===== config.mk =====
export PLATFORM = sky130hd
export DESIGN_NAME = external_interrupt_controller
export DESIGN_NICKNAME = d
export VERILOG_FILES = /design/src/rtl/external_interrupt_controller.sv
export SDC_FILE = /design/constraint.sdc
export NUM_CORES = 1
export LEC_CHECK = 0
export ABC_CLOCK_PERIOD_IN_PS = 2750
export CORE_MARGIN = 3
export CORE_UTILIZATION = 30
export DETAILED_ROUTE_END_ITERATION = 12
export GPL_TIMING_DRIVEN = 0
export PLACE_DENSITY = 0.87
export SYNTH_ARGS = -nofsm -noshare
export SYNTH_HDL_FRONTEND = slang
export SYNTH_SLANG_ARGS = --single-unit

===== constraint.sdc =====
create_clock -name Sys_Clock -period 2.75 [get_ports Sys_Clock]
set_clock_uncertainty 0.15 [all_clocks]
set_input_delay 0.55 -clock Sys_Clock [delete_from_list [all_inputs] [get_ports Sys_Clock]]
set_output_delay 0.55 -clock Sys_Clock [all_outputs]
set_load 0.1 [all_outputs]

===== src/rtl/external_interrupt_controller.sv =====
// external_interrupt_controller: synchronised edge-triggered IRQ sources with pending/enable registers and a four-phase request handshake.
module external_interrupt_controller #(
  parameter logic [29:0] BASE_ADDR   = 30'h0000_0100,
  parameter int          SYNC_STAGES = 2
) (
  input  logic        Sys_Clock,
  input  logic        Sys_Reset,
  input  logic [1:0]  IRQ_Src,
  input  logic        IO_EnR,
  input  logic        IO_EnW,
  input  logic [29:0] IO_Address,
  input  logic [31:0] IO_DataW,
  output logic [31:0] IO_DataR,
  output logic        EIC_I_Req,
  output logic        EIC_I_Id,
  input  logic        EIC_I_Ack
);
  typedef enum logic [1:0] {IDLE, REQ, WAIT_REL} state_t;
  state_t      state;
  logic [1:0]  sync_q [SYNC_STAGES];
  logic [1:0]  prev_q, pend, en, edge_det, set_v, clr_v, act, off;
  logic [2:0]  settle;
  logic        settled, hit, wr_hit, unused_dataw;
  logic [31:0] rd_data;
  assign off          = IO_Address[1:0];
  assign hit          = IO_Address[29:2] == BASE_ADDR[29:2];
  assign wr_hit       = IO_EnW && hit;
  assign settled      = settle == 3'(SYNC_STAGES + 1);
  assign act          = pend & en;
  assign unused_dataw = ^IO_DataW[31:2];
  // Edges are masked until the chain has flushed and prev_q holds the settled level.
  always_comb begin
    edge_det = settled ? sync_q[SYNC_STAGES-1] & ~prev_q : 2'b00;
    set_v    = edge_det | (wr_hit && off == 2'd3 ? IO_DataW[1:0] : 2'b00);
    clr_v    = (wr_hit && off == 2'd2 ? IO_DataW[1:0] : 2'b00)
             | (state == REQ && EIC_I_Ack ? 2'b01 << EIC_I_Id : 2'b00);
    rd_data  = off == 2'd0 ? {28'b0, en, pend} : off == 2'd1 ? {30'b0, en} : 32'b0;
  end
  always_ff @(posedge Sys_Clock or negedge Sys_Reset) begin
    if (!Sys_Reset) begin
      for (int k = 0; k < SYNC_STAGES; k++) sync_q[k] <= 2'b00;
      prev_q    <= 2'b00;
      settle    <= 3'd0;
      pend      <= 2'b00;
      en        <= 2'b00;
      IO_DataR  <= 32'b0;
      state     <= IDLE;
      EIC_I_Req <= 1'b0;
      EIC_I_Id  <= 1'b0;
    end else begin
      sync_q[0] <= IRQ_Src;
      for (int k = 1; k < SYNC_STAGES; k++) sync_q[k] <= sync_q[k-1];
      prev_q <= sync_q[SYNC_STAGES-1];
      settle <= settled ? settle : settle + 3'd1;
      pend   <= (pend & ~clr_v) | set_v;
      if (wr_hit && off == 2'd1) en <= IO_DataW[1:0];
      if (IO_EnR) IO_DataR <= hit ? rd_data : 32'b0;
      unique case (state)
        IDLE: if (act != 2'b00 && !EIC_I_Ack) begin
          state     <= REQ;
          EIC_I_Req <= 1'b1;
          EIC_I_Id  <= ~act[0];
        end
        REQ: if (EIC_I_Ack) begin
          state     <= WAIT_REL;
          EIC_I_Req <= 1'b0;
        end
        WAIT_REL: if (!EIC_I_Ack) state <= IDLE;
        default: begin
          state     <= IDLE;
          EIC_I_Req <= 1'b0;
        end
      endcase
    end
  end
endmodule


# After elaboration in Yosys (flattened, before gate mapping)

Cells that the tools add are included.

Output and inout port bits: 34
Register bits after elaboration: 49
Bits of input ports: 69
Logic and storage cells: 59

Bitwise operators: 10
Reductions and logical operators: 13
Muxes and demuxes: 14
Eq/ne operators: 10
Add/sub/neg operators: 1
Shift operators: 1

Operators by type and width:

| cell                | number |
|---|---|
| $eq 28x7->1 const B | 1 |
| $mux 2              | 8 |
| $mux 4              | 2 |
| $and 2x2->2         | 3 |
| $eq 2x2->1 const B  | 3 |
| $logic_and 1x1->1   | 6 |
| $ne 2x2->1 const B  | 3 |
| $or 2x2->2          | 3 |
| $pmux 2 s3          | 1 |
| $reduce_and 3->1    | 2 |
| $eq 2x1->1 const B  | 2 |
| $logic_not 2->1     | 2 |
| $not 2->2           | 2 |
| $add 3x1->3 const B | 1 |
| $eq 3x2->1 const B  | 1 |
| $pmux 1 s3          | 1 |
| $mux 1              | 2 |
| $not 1->1           | 2 |
| $reduce_and 2->1    | 1 |
| $reduce_bool 2->1   | 1 |
| $shl 1x1->2 const A | 1 |
| $logic_not 1->1     | 1 |

# Logic depth before layout (Yosys ltp)

Gate-level depths: netlist (run 1).

Depth after elaboration: 8
Gate-level depth with buffers: 6
Mapped depth without buffers: 6

# Worst setup path after synthesis (run 1)

Ideal clock, no wire load.

Path kind: in2reg
Start: input port IO_Address[4]
End: register en[0]
Cell stages on the path: 4
Path buffers: 0
Required time: 2.472 ns
Arrival: 1.659 ns
Library setup time: 0.128 ns
Path slack: 0.813 ns
Cell sequence: nor4_2 -> nand4_2 -> nor4_4 -> mux2_1

Word-level cells in the longest chain between the ends: 3

RTL lines:

| what                 | line | text |
|---|---|---|
| start, declared      | 11   | `input logic [29:0] IO_Address,` |
| $eq 28x7->1          | 26   | `assign hit = IO_Address[29:2] == BASE_ADDR[29:2];` |
| $logic_and 1x1->1    | 27   | `assign wr_hit = IO_EnW && hit;` |
| $logic_and 1x1->1    | 56   | `if (wr_hit && off == 2'd1) en <= IO_DataW[1:0];` |
| end signal, assigned | 56   |  |
| end, declared        | 21   | `logic [1:0] prev_q, pend, en, edge_det, set_v, clr_v, act, off;` |

Every way passes these cells.
A chain may end at the register's enable or synchronous reset.

# Worst setup path in the final report (run 1)

Start: register EIC_I_Id
End: output port EIC_I_Id

RTL lines:

| what                   | line | text |
|---|---|---|
| start, declared        | 15   | `output logic EIC_I_Id,` |
| start signal, assigned | 62   | `EIC_I_Id <= ~act[0];` |

No word-level cell between the ends.

==> summary.txt, run 1 <==
via density per instance: 4.104
Syn Area/Cell: 11.08 um^2
Mapped Cells: 108
minimum clock period: 2514 ps
max-slew violation count: 0
Slew HR: 33.99%
critical path capture point type: output port
Crit Path Max Fanout: 4
crit path DAT: 1810 ps
Post-CTS Hold Buffers: 0
mapped cell area: 1196 um^2
Initial Util: 31.95%
post-cts resize count: 0
I/O Pins: 103
Rows: 22
Top delay family on crit path: buffers and inverters
clk slew on worst S/H paths: 70 ps
DRC violations left: 0
YS warnings: 0
DIE WIDTH: 69.15 um
placer congestion estimate: 0.8106
Yosys reg bits: 21
global-route wire length before repair: 4347 um
Die H: 69.15 um
Final #Nets: 255
count of flip-flops with a built-in enable after synthesis: 0
antenna cells: 0
1st-iter DRT viols: 13
Final period util: 91.43%
ANT nets after route: 0
routed len/inst: 10.78 um
routed vias: 948
CTS Buf Count: 3
CTS tree: built
Netlist cell types: 32
# clock sinks: 21
Overflow after GRT: 0
Filler Cell Count: 345
min-delay src: sync_q[3]$_DFF_PN0_
TritonRoute pass-1 iters: 3
Worst-Skew Late Latency: 260 ps
Core Footprint: 3744 um^2
IO buf count: 44
Final Hold Viols: 0
total power: 0.0008737 W
RR Startpoint: settle[0]$_DFFE_PN0N_
Max Fclk: 0.3977 GHz
PD cells: 473.7 nW/um^2
Leakage: 0.8820 nW
Critical Path Max Stage Delay: 1160 ps
DP HPWL: 2119 um
setup TNS: 0 ps
CP required: 2050 ps
Final Routed Wirelength: 2490 um
crit path launch: EIC_I_Id$_DFFE_PN0P_
Total GRT Usage: 10.79%
CTS Buffer Depth: 2
Layout area overhead: 54.18%
kind of critical path: reg -> out
Final setup viols: 0
CP cell instances: clkdlybuf4s50_1
worst min path class: reg -> reg
status: finished, final reports clean
Top FF cell, synth: dfrtp_1
RSZ-0062 raised after global routing: false
max_cap viols: 0
Seq/Total Area, Yosys: 43.93%
vias in the first global route: 996
Slowest-stage cell, CP: clkdlybuf4s50_1
Setup Fix Bufs, Post-CTS: 0
CP startpoint kind: register
layout cell share with drive strength beyond 1: 24.04%
Worst Path Buf+Inv: 1
FFs w/ async S/R, synth: 100.0%
worst-margin pin slew: 987.0 ps
clk root buf: clkbuf_8
largest net degree at the start of global routing: 22
initial antenna violation count: 0
H-tree depth: 1
Peak VDD IR: 0.0003390 V
Die ar.: 4781 um^2
[metal layers]
layer,GRT usage (%),wire [um],vias to the layer above
met5,0,0,-
met4,3.254,25,0
met1,13.09,1063,417
met2,18.11,1144,51
met3,3.499,257,2
li1,-,-,478
[cells in the final DEF, fill, tap and decap left out, types with 3 or more instances in the layout]
cell type | synthesis | routed
dfrtp_1 | 21 | 21
a21oi_1 | 4 | 4
nor4_2 | 3 | 3
nor2b_1 | 4 | 4
clkdlybuf4s50_1 | 0 | 44
nor2_1 | 4 | 4
mux2_2 | 3 | 3
nand2_1 | 4 | 4
nor4_1 | 5 | 5
conb_1 | 1 | 28
inv_1 | 4 | 4
buf_4 | 28 | 28
clkbuf_8 | 0 | 3
mux2i_1 | 3 | 3
[synthesized netlist by cell type, drive strengths merged, types with 2 or more instances]
library cell | count | share of area, %
inv | 4 | 1.3
mux2 | 5 | 4.7
a31o | 2 | 1.5
nor3 | 2 | 1.3
ha | 2 | 2.1
mux2i | 3 | 2.5
nand2 | 4 | 1.3
nor2 | 4 | 1.3
dfrtp | 21 | 44
nor2b | 4 | 2.1
a21oi | 4 | 1.7
a41o | 2 | 1.7
nor4 | 9 | 7.5
buf | 28 | 18
[stage by stage]
step | cell area, um^2 | utilization, % | cells | worst slack, ps | hold slack (ps)
final | 1844 | 49.26 | 231 | 235.8 | 207.1
after global placement | 1798 | 48.03 | 227 | 288.5 | 182.6
after global routing | 1844 | 49.26 | 231 | 190.9 | 228.2
after floorplan | 1297 | - | 135 | 813.0 | 104.4
after CTS | 1844 | 49.26 | 231 | 218.8 | 216.6
after detailed placement | 1798 | 48.03 | 227 | 280.1 | 199.1
[kinds of logic (layout without fill, tap and decap cells)]
family          Yosys count  count (layout)  share of synthesized area [%]
compound gates           12              12                          7.114
buf+inv                  32              80                          18.83
other cells               1              28                         0.3135
xor+xnor                  2               2                          1.465
simple gates             30              30                          19.04
flops                    21              21                          43.93
fa+ha+maj                 2               2                          2.092
mux                       8               8                          7.217
[final timing paths]
check                                           to  slack (ps)  cells after the start
max in group asynchronous     state[0]$_DFFE_PN0P_        1250                      1
setup / recovery                          EIC_I_Id         240                      1
hold / removal                 sync_q[1]$_DFF_PN0_         210                      0
setup reg to reg                 pend[1]$_DFF_PN0_        1200                      5
min in group asynchronous  IO_DataR[0]$_DFFE_PN0P_         650                      1
hold reg to reg                sync_q[1]$_DFF_PN0_         210                      0
[registers in the layout (all words and copies together) (netlist names)]
register,cells
en,2
prev_q,2
pend,2
settle,3
IO_DataR,4
state,2
EIC_I_Req,1
EIC_I_Id,1
sync_q,4
[layout make-up]
cell class / instances / area, um^2 / share of cell area (%)
Clock buffer: 3 / 41.29 / 2.239
Timing Repair Buffer: 44 / 440.4 / 23.88
Sequential cell: 21 / 525.5 / 28.49
Inverter: 4 / 15.01 / 0.8141
Buffer: 28 / 210.2 / 11.40
Clock inverter: 1 / 5.005 / 0.2714
Multi-Input combinational cell: 82 / 546.8 / 29.65
Tap cell: 48 / 60.06 / 3.256
[report_power, final]
group          switching, W  internal [W]
sequential       0.00000743      0.000320
clock             0.0000978      0.000101
combinational      0.000252     0.0000952
total              0.000357      0.000516
(Power assumes the default switching activity.)
==> run 2: changes to the inputs <==
--- a/config.mk
+++ b/config.mk
@@ -5,12 +5,13 @@
 export SDC_FILE = /design/constraint.sdc
 export NUM_CORES = 1
 export LEC_CHECK = 0
+export ABC_AREA = 1
 export ABC_CLOCK_PERIOD_IN_PS = 2750
 export CORE_MARGIN = 3
 export CORE_UTILIZATION = 30
 export DETAILED_ROUTE_END_ITERATION = 12
 export GPL_TIMING_DRIVEN = 0
-export PLACE_DENSITY = 0.87
+export PLACE_DENSITY = 0.86
 export SYNTH_ARGS = -nofsm -noshare
 export SYNTH_HDL_FRONTEND = slang
 export SYNTH_SLANG_ARGS = --single-unit
==> run 2 against run 1 <==
Synthesized cell count increased by 37%. Utilization is essentially flat. Sequential share of layout area down 0.23 points. Synthesized area increased by 1.4%. First-iteration DRC count grew to 5.1 times the previous value. Final area increased by 0.81%. Global-route usage fell by 1.2 points. Highest routed layer unchanged.
==> summary.txt, run 2 <==
DRC violations left: 0
Top FF cell, synth: dfrtp_1
Final #Nets: 295
Comb power frac: 35.3%
Net Sw Power: 0.0002881 W
1st-iter DRT viols: 66
commonest non-fill, non-tap cell in the layout: clkdlybuf4s50_1
Yosys top cell by area: dfrtp_1
total power: 0.0007847 W
main combinational cell family by area after synthesis: simple AND/OR/NAND/NOR gates
critical path capture point type: output port
I/O Pins: 103
Syn Area/Cell: 8.192 um^2
clk slew on worst S/H paths: 70 ps
most frequent cells after synthesis: nand2_1, buf_4, dfrtp_1, nor2_1, inv_1
synth top area cells: dfrtp_1, buf_4, nand2_1
Die H: 69.57 um
Die ar.: 4840 um^2
ANT nets after route: 0
placed cell areas: 1814 um^2
global-route wire length before repair: 3829 um
switch share: 36.71%
mapped cell area: 1212 um^2
YS warnings: 0
# clock sinks: 21
Yosys reg bits: 21
Netlist cell types: 22
Leakage: 0.9229 nW
max_cap viols: 0
CTS Buf Count: 3
CP startpoint kind: register
FFs w/ async S/R, synth: 100.0%
Seq/Total Area, Yosys: 43.34%
Total GRT Usage: 9.590%
largest net degree at the start of global routing: 22
post-cts resize count: 0
vias in the first global route: 915
layout cell share with drive strength beyond 1: 16.59%
RSZ-0062 raised after global routing: false
IO buf count: 44
count of flip-flops with a built-in enable after synthesis: 0
simple-gate share of the synthesized area: 24.97%
Seq pwr share: 40.1%
CTS Buffer Depth: 2
Top Registers: IO_DataR: 4 flops, sync_q: 4 flops, settle: 3 flops
Max Fclk: 0.4066 GHz
Worst Path Buf+Inv: 1
max-slew violation count: 0
Post-Synth XOR/XNOR Area: 0.7224%
Initial Util: 32.15%
Final setup viols: 0
CP cell instances: clkdlybuf4s50_1
final instance area: 1859 um^2
kind of critical path: reg -> out
routed vias: 1038
clock network fraction of total power: 24.6%
Layout area overhead: 53.35%
setup TNS: 0 ps
Hold WS: 208.6 ps
CP required: 2050 ps
status: finished, final reports clean
PD cells: 422.0 nW/um^2
worst-margin pin slew: 975.7 ps
via density per instance: 3.830
most frequent cell after synthesis: nand2_1
commonest non-fill, non-tap cells in the layout: clkdlybuf4s50_1, nand2_1, buf_4, conb_1
Peak VDD IR: 0.0002620 V
worst min path class: reg -> reg
placer congestion estimate: 0.7983
Rows: 22
Setup Fix Bufs, Post-CTS: 0
Slowest-stage cell, CP: clkdlybuf4s50_1
Worst-Skew Late Latency: 250 ps
CTS tree: built
antenna cells: 0
Top delay family on crit path: buffers and inverters
Overflow after GRT: 0
crit path DAT: 1760 ps
TritonRoute pass-1 iters: 4
Final Routed Wirelength: 2371 um
post-synth top area share: 43.34%
routed len/inst: 8.749 um
Critical Path Max Stage Delay: 1140 ps
DP HPWL: 2109 um
Crit Path Max Fanout: 3
post-synthesis mux area share: 0.9288%
Final period util: 89.44%
clk root buf: clkbuf_8
Mapped Cells: 148
Compound-Gate Fraction of Synth Area: 6.605%
DIE WIDTH: 69.57 um
Adder-Cell Fraction of Synth Area: 2.064%
H-tree depth: 1
Slew HR: 34.75%
Core Footprint: 3771 um^2
Internal Power: 0.0004966 W
Final Hold Viols: 0
initial antenna violation count: 0
Post-CTS Hold Buffers: 0
minimum clock period: 2460 ps
## run 2: cell count changes in the layout (fill, tap and decap cells not counted), sizes merged, moves of 3 or more
cell   previous run  this run
nand2             4        33
nor2              4        24
nor4              9         0
o21ai             1        10
inv               4        12
mux2              5         1
nor2b             4         0
a21oi             4         1
mux2i             3         0
nand3             1         4
nand4             1         4
## run 2: final timing paths
| check | startpoint | to | slack, ps | depth (start not counted) |
|---|---|---|---|---|
| setup / recovery | EIC_I_Id$_DFFE_PN0P_ | EIC_I_Id | 290 | 1 |
| hold / removal | sync_q[3]$_DFF_PN0_ | sync_q[1]$_DFF_PN0_ | 210 | 0 |
| setup reg to reg | settle[0]$_DFFE_PN0N_ | settle[1]$_DFFE_PN0N_ | 1340 | 3 |
| hold reg to reg | sync_q[3]$_DFF_PN0_ | sync_q[1]$_DFF_PN0_ | 210 | 0 |
| max in group asynchronous | Sys_Reset | EIC_I_Id$_DFFE_PN0P_ | 1220 | 1 |
| min in group asynchronous | Sys_Reset | pend[1]$_DFF_PN0_ | 660 | 1 |
## run 2: per-stage QoR
stage               worst slack (ps)  instances  util [%]
finish                         290.4        271     49.30
global route                   235.5        271     49.30
CTS                            265.6        271     49.30
detailed placement             552.7        267     48.11
global placement               549.0        267     48.11
floorplan                       1134        175         -
## run 2: metal layers
metal,share of wire (%),vias to the layer above,global-route usage [%]
met5,0,-,0
met4,0.55,0,2.603
met3,9.7,2,2.899
met2,50,43,16.21
li1,-,561,-
met1,40,432,11.80
## run 2: logic make-up after synthesis
kind of cell               count (synthesis)
AOI/OAI and AO/OA                         14
xor gates and xnor gates                   1
adders and majority gates                  2
buffers and inverters                     40
DFF                                       21
muxes                                      1
other                                      1
and+or+nand+nor                           68
## run 2: layout make-up
| type | count | area [um^2] |
|---|---|---|
| fill | 361 | 1912 |
| multi-input combinational | 114 | 533.0 |
| sequential | 21 | 525.5 |
| timing repair buffer | 44 | 440.4 |
| buffer | 28 | 210.2 |
| tap | 48 | 60.06 |
| clock buffer | 4 | 45.04 |
| inverter | 12 | 45.04 |
## run 2: power by group through the flow
stage                     clock network (W)  logic, W  registers (W)
after floorplan                           0  0.000211       0.000320
after global placement                    0  0.000275       0.000320
after detailed placement                  0  0.000276       0.000321
after CTS                          0.000204  0.000276       0.000315
after global routing               0.000212  0.000290       0.000315
final                              0.000193  0.000277       0.000315
